File: config.mk
export PLATFORM = sky130hd
export DESIGN_NAME = param_sync_fifo
export DESIGN_NICKNAME = d
export VERILOG_FILES = /design/src/rtl/param_sync_fifo.sv
export SDC_FILE = /design/constraint.sdc
export NUM_CORES = 1
export LEC_CHECK = 0
export CORE_MARGIN = 10
export CORE_UTILIZATION = 55
export CTS_CLUSTER_SIZE = 10
export DETAILED_ROUTE_END_ITERATION = 7
export PLACE_DENSITY = 0.85
export SLEW_MARGIN = 20
export SYNTH_ARGS = -nofsm -noshare
export SYNTH_HDL_FRONTEND = slang
export SYNTH_SLANG_ARGS = --single-unit
File: constraint.sdc
create_clock -name clk_i -period 4.5 [get_ports clk_i]
set_input_delay 1.35 -clock clk_i [delete_from_list [all_inputs] [get_ports clk_i]]
set_output_delay 1.35 -clock clk_i [all_outputs]
set_load 0.01 [all_outputs]
File: src/rtl/param_sync_fifo.sv
// param_sync_fifo: parameterised single-clock FIFO, any DEPTH >= 2, with standard
// registered read or first-word-fall-through read selected by FWFT.
module param_sync_fifo #(
  parameter int DATA_W   = 8,
  parameter int DEPTH    = 16,
  parameter int FWFT     = 0,
  parameter int AF_LEVEL = DEPTH - 2,
  parameter int AE_LEVEL = 2,
  localparam int CNT_W   = $clog2(DEPTH + 1)
) (
  input  logic              clk_i,
  input  logic              rst_i,
  input  logic              flush_i,
  input  logic              wr_en_i,
  input  logic [DATA_W-1:0] wr_data_i,
  input  logic              rd_en_i,
  output logic [DATA_W-1:0] rd_data_o,
  output logic              rd_valid_o,
  output logic              full_o,
  output logic              empty_o,
  output logic              almost_full_o,
  output logic              almost_empty_o,
  output logic              overflow_o,
  output logic              underflow_o,
  output logic [CNT_W-1:0]  count_o
);
  localparam int PTR_W = $clog2(DEPTH);
  localparam logic [PTR_W-1:0] PTR_MAX = PTR_W'(DEPTH - 1);
  logic [DATA_W-1:0] mem_q [DEPTH];
  logic [PTR_W-1:0] wr_ptr_q, wr_ptr_d, rd_ptr_q, rd_ptr_d;
  logic [CNT_W-1:0] cnt_q, cnt_d;
  logic [DATA_W-1:0] rd_data_q, rd_data_d;
  logic rd_valid_q, rd_valid_d, ovf_q, ovf_d, unf_q, unf_d, wr_acc, rd_acc;
  always_comb begin
    rd_acc     = rd_en_i && !empty_o && !flush_i;
    wr_acc     = wr_en_i && (!full_o || rd_acc) && !flush_i;
    wr_ptr_d   = flush_i ? '0 : !wr_acc ? wr_ptr_q : wr_ptr_q == PTR_MAX ? '0 : wr_ptr_q + 1'b1;
    rd_ptr_d   = flush_i ? '0 : !rd_acc ? rd_ptr_q : rd_ptr_q == PTR_MAX ? '0 : rd_ptr_q + 1'b1;
    cnt_d      = flush_i ? '0 : cnt_q + CNT_W'(wr_acc) - CNT_W'(rd_acc);
    rd_data_d  = rd_acc ? mem_q[rd_ptr_q] : rd_data_q;
    rd_valid_d = rd_acc;
    ovf_d      = wr_en_i && !wr_acc && !flush_i;
    unf_d      = rd_en_i && !rd_acc && !flush_i;
  end
  always_ff @(posedge clk_i) begin
    if (rst_i) begin
      wr_ptr_q   <= '0;
      rd_ptr_q   <= '0;
      cnt_q      <= '0;
      rd_data_q  <= '0;
      rd_valid_q <= 1'b0;
      ovf_q      <= 1'b0;
      unf_q      <= 1'b0;
    end else begin
      wr_ptr_q   <= wr_ptr_d;
      rd_ptr_q   <= rd_ptr_d;
      cnt_q      <= cnt_d;
      rd_data_q  <= rd_data_d;
      rd_valid_q <= rd_valid_d;
      ovf_q      <= ovf_d;
      unf_q      <= unf_d;
    end
  end
  always_ff @(posedge clk_i) begin
    if (wr_acc && !rst_i) mem_q[wr_ptr_q] <= wr_data_i;
  end
  // In FWFT mode the last popped word stays visible once the FIFO runs dry.
  assign rd_data_o      = (FWFT != 0 && !empty_o) ? mem_q[rd_ptr_q] : rd_data_q;
  assign rd_valid_o     = (FWFT != 0) ? !empty_o : rd_valid_q;
  assign count_o        = cnt_q;
  assign full_o         = cnt_q == CNT_W'(DEPTH);
  assign empty_o        = cnt_q == '0;
  assign almost_full_o  = cnt_q >= CNT_W'(AF_LEVEL);
  assign almost_empty_o = cnt_q <= CNT_W'(AE_LEVEL);
  assign overflow_o     = ovf_q;
  assign underflow_o    = unf_q;
endmodule

==> results of run 1 <==
## cell families (layout without fill, tap and decap cells)
group	count (synthesis)	count (layout)	share of synthesized area
XOR/XNOR	4	4	0.00562
AO/OA/AOI/OAI	28	28	0.0311
buffers and inverters	29	94	0.0247
adder cells (fa/ha/maj)	16	16	0.0333
AND/OR/NAND/NOR	66	66	0.0560
flip-flops	152	152	0.694
multiplexers	49	49	0.155
## per-layer routing
metal | track usage | up-vias
li1 | - | 1480
met1 | 0.197 | 1725
met2 | 0.277 | 189
met3 | 0.0475 | 33
met4 | 0.0844 | 0
met5 | 0 | -
## final cells by class
class                      instances  area (µm²)  area share
clock buffer                      20         437      0.0598
multi-input combinational        163        1750       0.240
clock inverter                    11         108      0.0147
sequential                       152        4330       0.593
tap                              140         175      0.0240
inverter                          13        48.8     0.00668
timing repair buffer              50         455      0.0624
## worst max path at each step
| stage | cells after the start | slack (ns) | end |
|---|---|---|---|
| floorplan | 11 | 0.92 | count_o[4] |
| global placement | 12 | 0.35 | count_o[4] |
| detailed placement | 12 | 0.26 | count_o[4] |
| CTS | 12 | 0.62 | count_o[4] |
| global route | 12 | 0.48 | count_o[4] |
| finish | 12 | 0.60 | count_o[4] |
## tightest hold or removal path, stage by stage, from the launching register on
cell and delay, ns:
dfxtp_1 0.33, nand3b_1 0.08, o221ai_1 0.07
## report_power, final
| group | switching [W] | internal, W |
|---|---|---|
| sequential | 0.0000124 | 0.00154 |
| combinational | 0.0000864 | 0.0000758 |
| clock | 0.000514 | 0.000803 |
## per-stage QoR
step / cell area, µm² / hold WS [ns] / utilization / instances / setup WS, ns
after detailed placement: 6760 / 0.493 / 0.615 / 518 / 0.265
final: 7300 / 0.520 / 0.665 / 549 / 0.599
after global placement: 6760 / 0.492 / 0.615 / 518 / 0.354
after global routing: 7300 / 0.552 / 0.665 / 549 / 0.475
after floorplan: 6230 / 0.494 / - / 344 / 0.920
after CTS: 7300 / 0.517 / 0.665 / 549 / 0.624
## cells in the final DEF, fill, tap and decap left out, types with 7 or more instances in the layout
cell             netlist  layout
ha_1                  15      15
mux4_2                12      12
edfxtp_1             128     128
mux2i_1               17      17
a21oi_1                9       9
o221ai_1               8       8
buf_4                  2      18
inv_1                 12      12
nor3_1                 7       7
clkdlybuf4s50_1        0      32
nor2_1                19      19
nand2_1               15      15
dfxtp_1               24      23
nand3b_1               8       8
clkbuf_16              0      17
mux4_1                20      20
## state kept, by name, summed over array words and instances, names as in the netlist
name	flops
count_o	5
rd_valid_o	1
underflow_o	1
mem_q	128
rd_ptr_q	4
rd_data_o	8
wr_ptr_q	4
overflow_o	1
==> flow_metrics.py, run 1 <==
metrics = {
    "global_route": {
        "grt_antenna_before_repair": 0,
        "grt_pass1_wl_mm": 20.2,
        "track_usage": 0.168,
        "grt_pass1_vias": 3485,
        "grt_max_degree": 37,
        "gr-total-overflow": 0,
    },
    "logic_synthesis": {
        "synth_edf_count": 128,
        "yosys.area.top_type": "edfxtp_1",
        "ys_seq_elements": 152,
        "synth_commonest_cells": "edfxtp_1, dfxtp_1, mux4_1",
        "ys_warn_count": 0,
        "yosys.cell_types.count": 39,
        "yosys-top-cells-area": "edfxtp_1, mux4_1, dfxtp_1",
        "synth_top_cell_area_share": 0.617,
        "async_flop_share": 0,
        "syn_inst": 344,
        "synth_most_common_cell": "edfxtp_1",
        "syn_area_um2": 6230,
        "synth_nets": 373,
        "synth-seq-area-share": 0.694,
        "syn_avg_cell_area_um2": 18.1,
        "ys.flop_type": "edfxtp_1",
    },
    "route": {
        "drtPass1Iterations": 6,
        "met2_length_mm": 6.84,
        "wl_met1_mm": 5.10,
        "drt_wl_total_mm": 13.4,
        "drt_iter0_drc": 397,
        "via_per_inst": 6.24,
        "drc": 0,
        "vias": 3427,
        "highest_layer": "met4",
        "wl_per_cell_um": 24.4,
        "postRouteAntennaNets": 0,
        "wl_met3_mm": 1.07,
    },
    "critical_path": {
        "cp_data_arrival_time_ns": 4.24,
        "rrSetupSlack_ns": 1.35,
        "slowest_stage": "clkdlybuf4s50_1",
        "path_cells": "clkdlybuf4s50_1 -> and2b_2 -> o21ai_0 -> or2_2 -> ha_1 -> inv_1 -> ha_1 -> fa_1 -> nand2b_1 -> a21oi_1 -> or3_1 -> a21oi_1",
        "startpoint": "flush_i",
        "r2r_cells": 13,
        "endpoint_kind": "register",
        "cp_top_family": "simple AND/OR/NAND/NOR gates",
        "worstPathBufferInverterCount": 2,
        "path_class": "in -> reg",
        "start_kind": "primary input",
        "rr_startpoint": "count_o[2]",
        "slowest_delay_ns": 0.48,
        "path_max_fanout": 7,
        "critPathRequiredTime_ns": 4.84,
        "r2r_end": "count_o[4]",
    },
    "cts": {
        "cts_tree": "done",
        "cts_resized": 0,
        "htreeDepth": 4,
        "clkLatencyLatePin_ns": 0.41,
        "clock_path_buffers": 2,
        "numCtsBuffers": 17,
        "clk_pin_slew_worst_paths_ns": 0.06,
        "hold_buffers": 0,
        "cts_setup_buffers": 0,
        "root_buffer": "clkbuf_16",
        "clock_sinks": 152,
    },
    "min_path": {
        "holdPathStages": 2,
        "holdPathEnd": "rd_data_o[6]",
        "hp-class": "reg -> reg",
        "hp-start": "rd_data_o[6]",
    },
    "flow_run": {
        "drv_cap": 0,
    },
    "placed_design": {
        "io_buffers": 32,
        "dp_hpwl_mm": 8.22,
        "gp_congestion": 0.833,
    },
    "sta": {
        "tns_ns": 0,
        "fmax_mhz": 256,
        "skew_ns": 0.00996,
        "post-route-period-util": 0.867,
        "max_slew_margin": 0.399,
        "timing_worst_slew_pin_value_ns": 0.900,
        "period_minus_slack_ns": 3.90,
        "rsz0062_at_grt": "false",
        "slew_violations": 0,
        "finalHoldViolCount": 0,
        "setup_viol": 0,
    },
    "die": {
        "io_pins": 33,
        "fp.dieArea_um2": 16000,
        "row_count": 38,
        "initial_core_util": 0.567,
        "die_h_um": 126,
        "fp.dieW_um": 126,
        "coreArea_um2": 11000,
    },
    "finish": {
        "nets": 426,
        "drive_above_1_share": 0.154,
        "antennaDiodeCount": 0,
        "flow.area_growth_from_synthesis_pct": 17.2,
        "fill_cells": 700,
    },
    "run_status": {
        "outcome": "completed",
    },
    "power_and_ir_drop": {
        "peakVddDrop_uv": 364,
        "finalPower_w": 0.00303,
        "power.leakage_nw": 2.42,
        "p_per_area_nw_per_um2": 415,
    },
}
(Power assumes the default switching activity.)
==> inputs of run 2 (changes only) <==
CORE_UTILIZATION = 54   (was 55)
PLACE_DENSITY = 0.87   (was 0.85)
clock period = 3.3 ns   (was 4.5 ns; I/O delays follow)
==> flow_metrics.py, run 2 (synthesis gave the netlist of run 1 again) <==
metrics = {
    "critical_path": {
        "endpoint_kind": "register",
        "critPathRequiredTime_ns": 3.64,
        "cp_data_arrival_time_ns": 3.50,
        "path_max_fanout": 2,
        "path_cells": "clkdlybuf4s50_1 -> and2b_2 -> o21ai_0 -> or2_2 -> ha_1 -> inv_1 -> ha_1 -> fa_2 -> nand2b_1 -> a21oi_1 -> or3_1 -> a21oi_1",
        "path_class": "in -> reg",
        "worstPathBufferInverterCount": 2,
        "cp_top_family": "simple AND/OR/NAND/NOR gates",
        "start_kind": "primary input",
        "slowest_delay_ns": 0.41,
        "slowest_stage": "clkdlybuf4s50_1",
    },
    "finish": {
        "largest_register_ff_count": 128,
        "largest_register": "mem_q",
        "antennaDiodeCount": 0,
        "nets": 438,
        "layout_commonest_cell": "edfxtp_1",
        "drive_above_1_share": 0.194,
        "final_cell_mix": "edfxtp_1, clkdlybuf4s50_1, buf_4",
        "flow.area_growth_from_synthesis_pct": 19.6,
    },
    "power_and_ir_drop": {
        "p_clk_frac": 0.449,
        "peakVddDrop_uv": 554,
        "p_int_w": 0.00334,
        "swShare": 0.217,
        "switchingPower_w": 0.000928,
        "finalPower_w": 0.00427,
        "seqPwrFrac": 0.495,
        "power.leakage_nw": 2.49,
        "p_per_area_nw_per_um2": 573,
        "power.share.combinational": 0.056,
    },
    "global_route": {
        "grt_max_degree": 37,
        "grt_pass1_wl_mm": 19.7,
        "grt_pass1_vias": 3554,
        "grt_antenna_before_repair": 0,
        "track_usage": 0.158,
        "gr-total-overflow": 0,
    },
    "sta": {
        "timing_worst_slew_pin_value_ns": 0.639,
        "rsz0062_at_grt": "false",
        "setup_viol": 0,
        "post-route-period-util": 0.958,
        "period_minus_slack_ns": 3.16,
        "max_slew_margin": 0.573,
        "fin_ws_ns": 0.139,
        "skew_ns": 0.00806,
        "finalHoldViolCount": 0,
        "fmax_mhz": 316,
        "slew_violations": 0,
    },
    "placed_design": {
        "dp_hpwl_mm": 7.93,
        "gp_congestion": 0.787,
        "post-place-ws_ns": -0.321,
        "io_buffers": 32,
    },
    "cts": {
        "hold_buffers": 0,
        "clk_pin_slew_worst_paths_ns": 0.06,
        "root_buffer": "clkbuf_16",
        "clock_path_buffers": 2,
        "htreeDepth": 4,
        "cts_setup_buffers": 0,
        "clock_sinks": 152,
        "cts_resized": 0,
        "cts_tree": "done",
        "numCtsBuffers": 17,
        "clkLatencyLatePin_ns": 0.42,
    },
    "die": {
        "fp.dieArea_um2": 16200,
        "coreArea_um2": 11400,
        "die_h_um": 127,
        "row_count": 39,
        "initial_core_util": 0.548,
        "io_pins": 33,
        "fp.dieW_um": 127,
    },
    "route": {
        "drt_iter0_drc": 309,
        "postRouteAntennaNets": 0,
        "drtPass1Iterations": 5,
        "wl_per_cell_um": 22.3,
        "vias": 3355,
        "via_per_inst": 5.94,
        "drt_wl_total_mm": 12.6,
        "drc": 0,
    },
    "flow_run": {
        "drv_cap": 0,
    },
    "min_path": {
        "hp-class": "reg -> reg",
    },
    "run_status": {
        "outcome": "completed",
    },
}
[run 2: cell count changes in the layout (fill, tap and decap cells not counted), sizes merged]
cell,previous run,this run
buf,18,30
clkbuf,20,17
clkdlybuf4s50,32,31
clkinv,8,3
clkinvlp,1,4
dlymetal6s2s,0,1
inv,13,19
[run 2: path summary, 6_finish.rpt]
kind,end,slack [ns],start,cells past startpoint
max,count_o[4],0.14,flush_i,12
max reg2reg,count_o[4],0.39,count_o[2],13
min reg2reg,rd_data_o[1],0.54,rd_data_o[1],2
min,rd_data_o[1],0.54,rd_data_o[1],2
[run 2: area by class of cell]
type,count,area [µm²]
repair buffers,62,548
clock inverters,15,166
clock buffers,17,425
multi-input cells,163,1760
flip-flops and latches,152,4330
fillers,723,3920
inverters,13,48.8
well taps,143,179
[run 2: power by group through the flow]
stage / Combinational (W) / Sequential (W) / Clock, W
detailed placement: 0.000238 / 0.00215 / 0
floorplan: 0.000108 / 0.00215 / 0
finish: 0.000239 / 0.00211 / 0.00192
global placement: 0.000223 / 0.00215 / 0
CTS: 0.000240 / 0.00211 / 0.00195
global route: 0.000261 / 0.00211 / 0.00201
[run 2: stage by stage]
stage	instance area (µm²)	hold WS, ns	util	cells	TNS [ns]
3_3_place_gp	6850	0.500	0.603	533	-0.281
4_1_cts	7440	0.533	0.655	565	0
5_1_grt	7450	0.570	0.655	565	0
6_report	7450	0.539	0.655	565	0
3_5_place_dp	6850	0.509	0.603	533	-0.425
2_1_floorplan	6230	0.494	-	344	0
[run 2: worst min-delay path, stage by stage, from the launching register on]
cell,delay [ns]
dfxtp_1,0.34
nand3b_1,0.09
o221ai_1,0.08
[run 2: layer usage]
| metal | track usage | up-vias | routed length (µm) |
|---|---|---|---|
| li1 | - | 1511 | - |
| met1 | 0.195 | 1680 | 5010 |
| met2 | 0.256 | 144 | 6330 |
| met3 | 0.0500 | 20 | 1020 |
| met4 | 0.0589 | 0 | 229 |
| met5 | 0 | - | 0 |
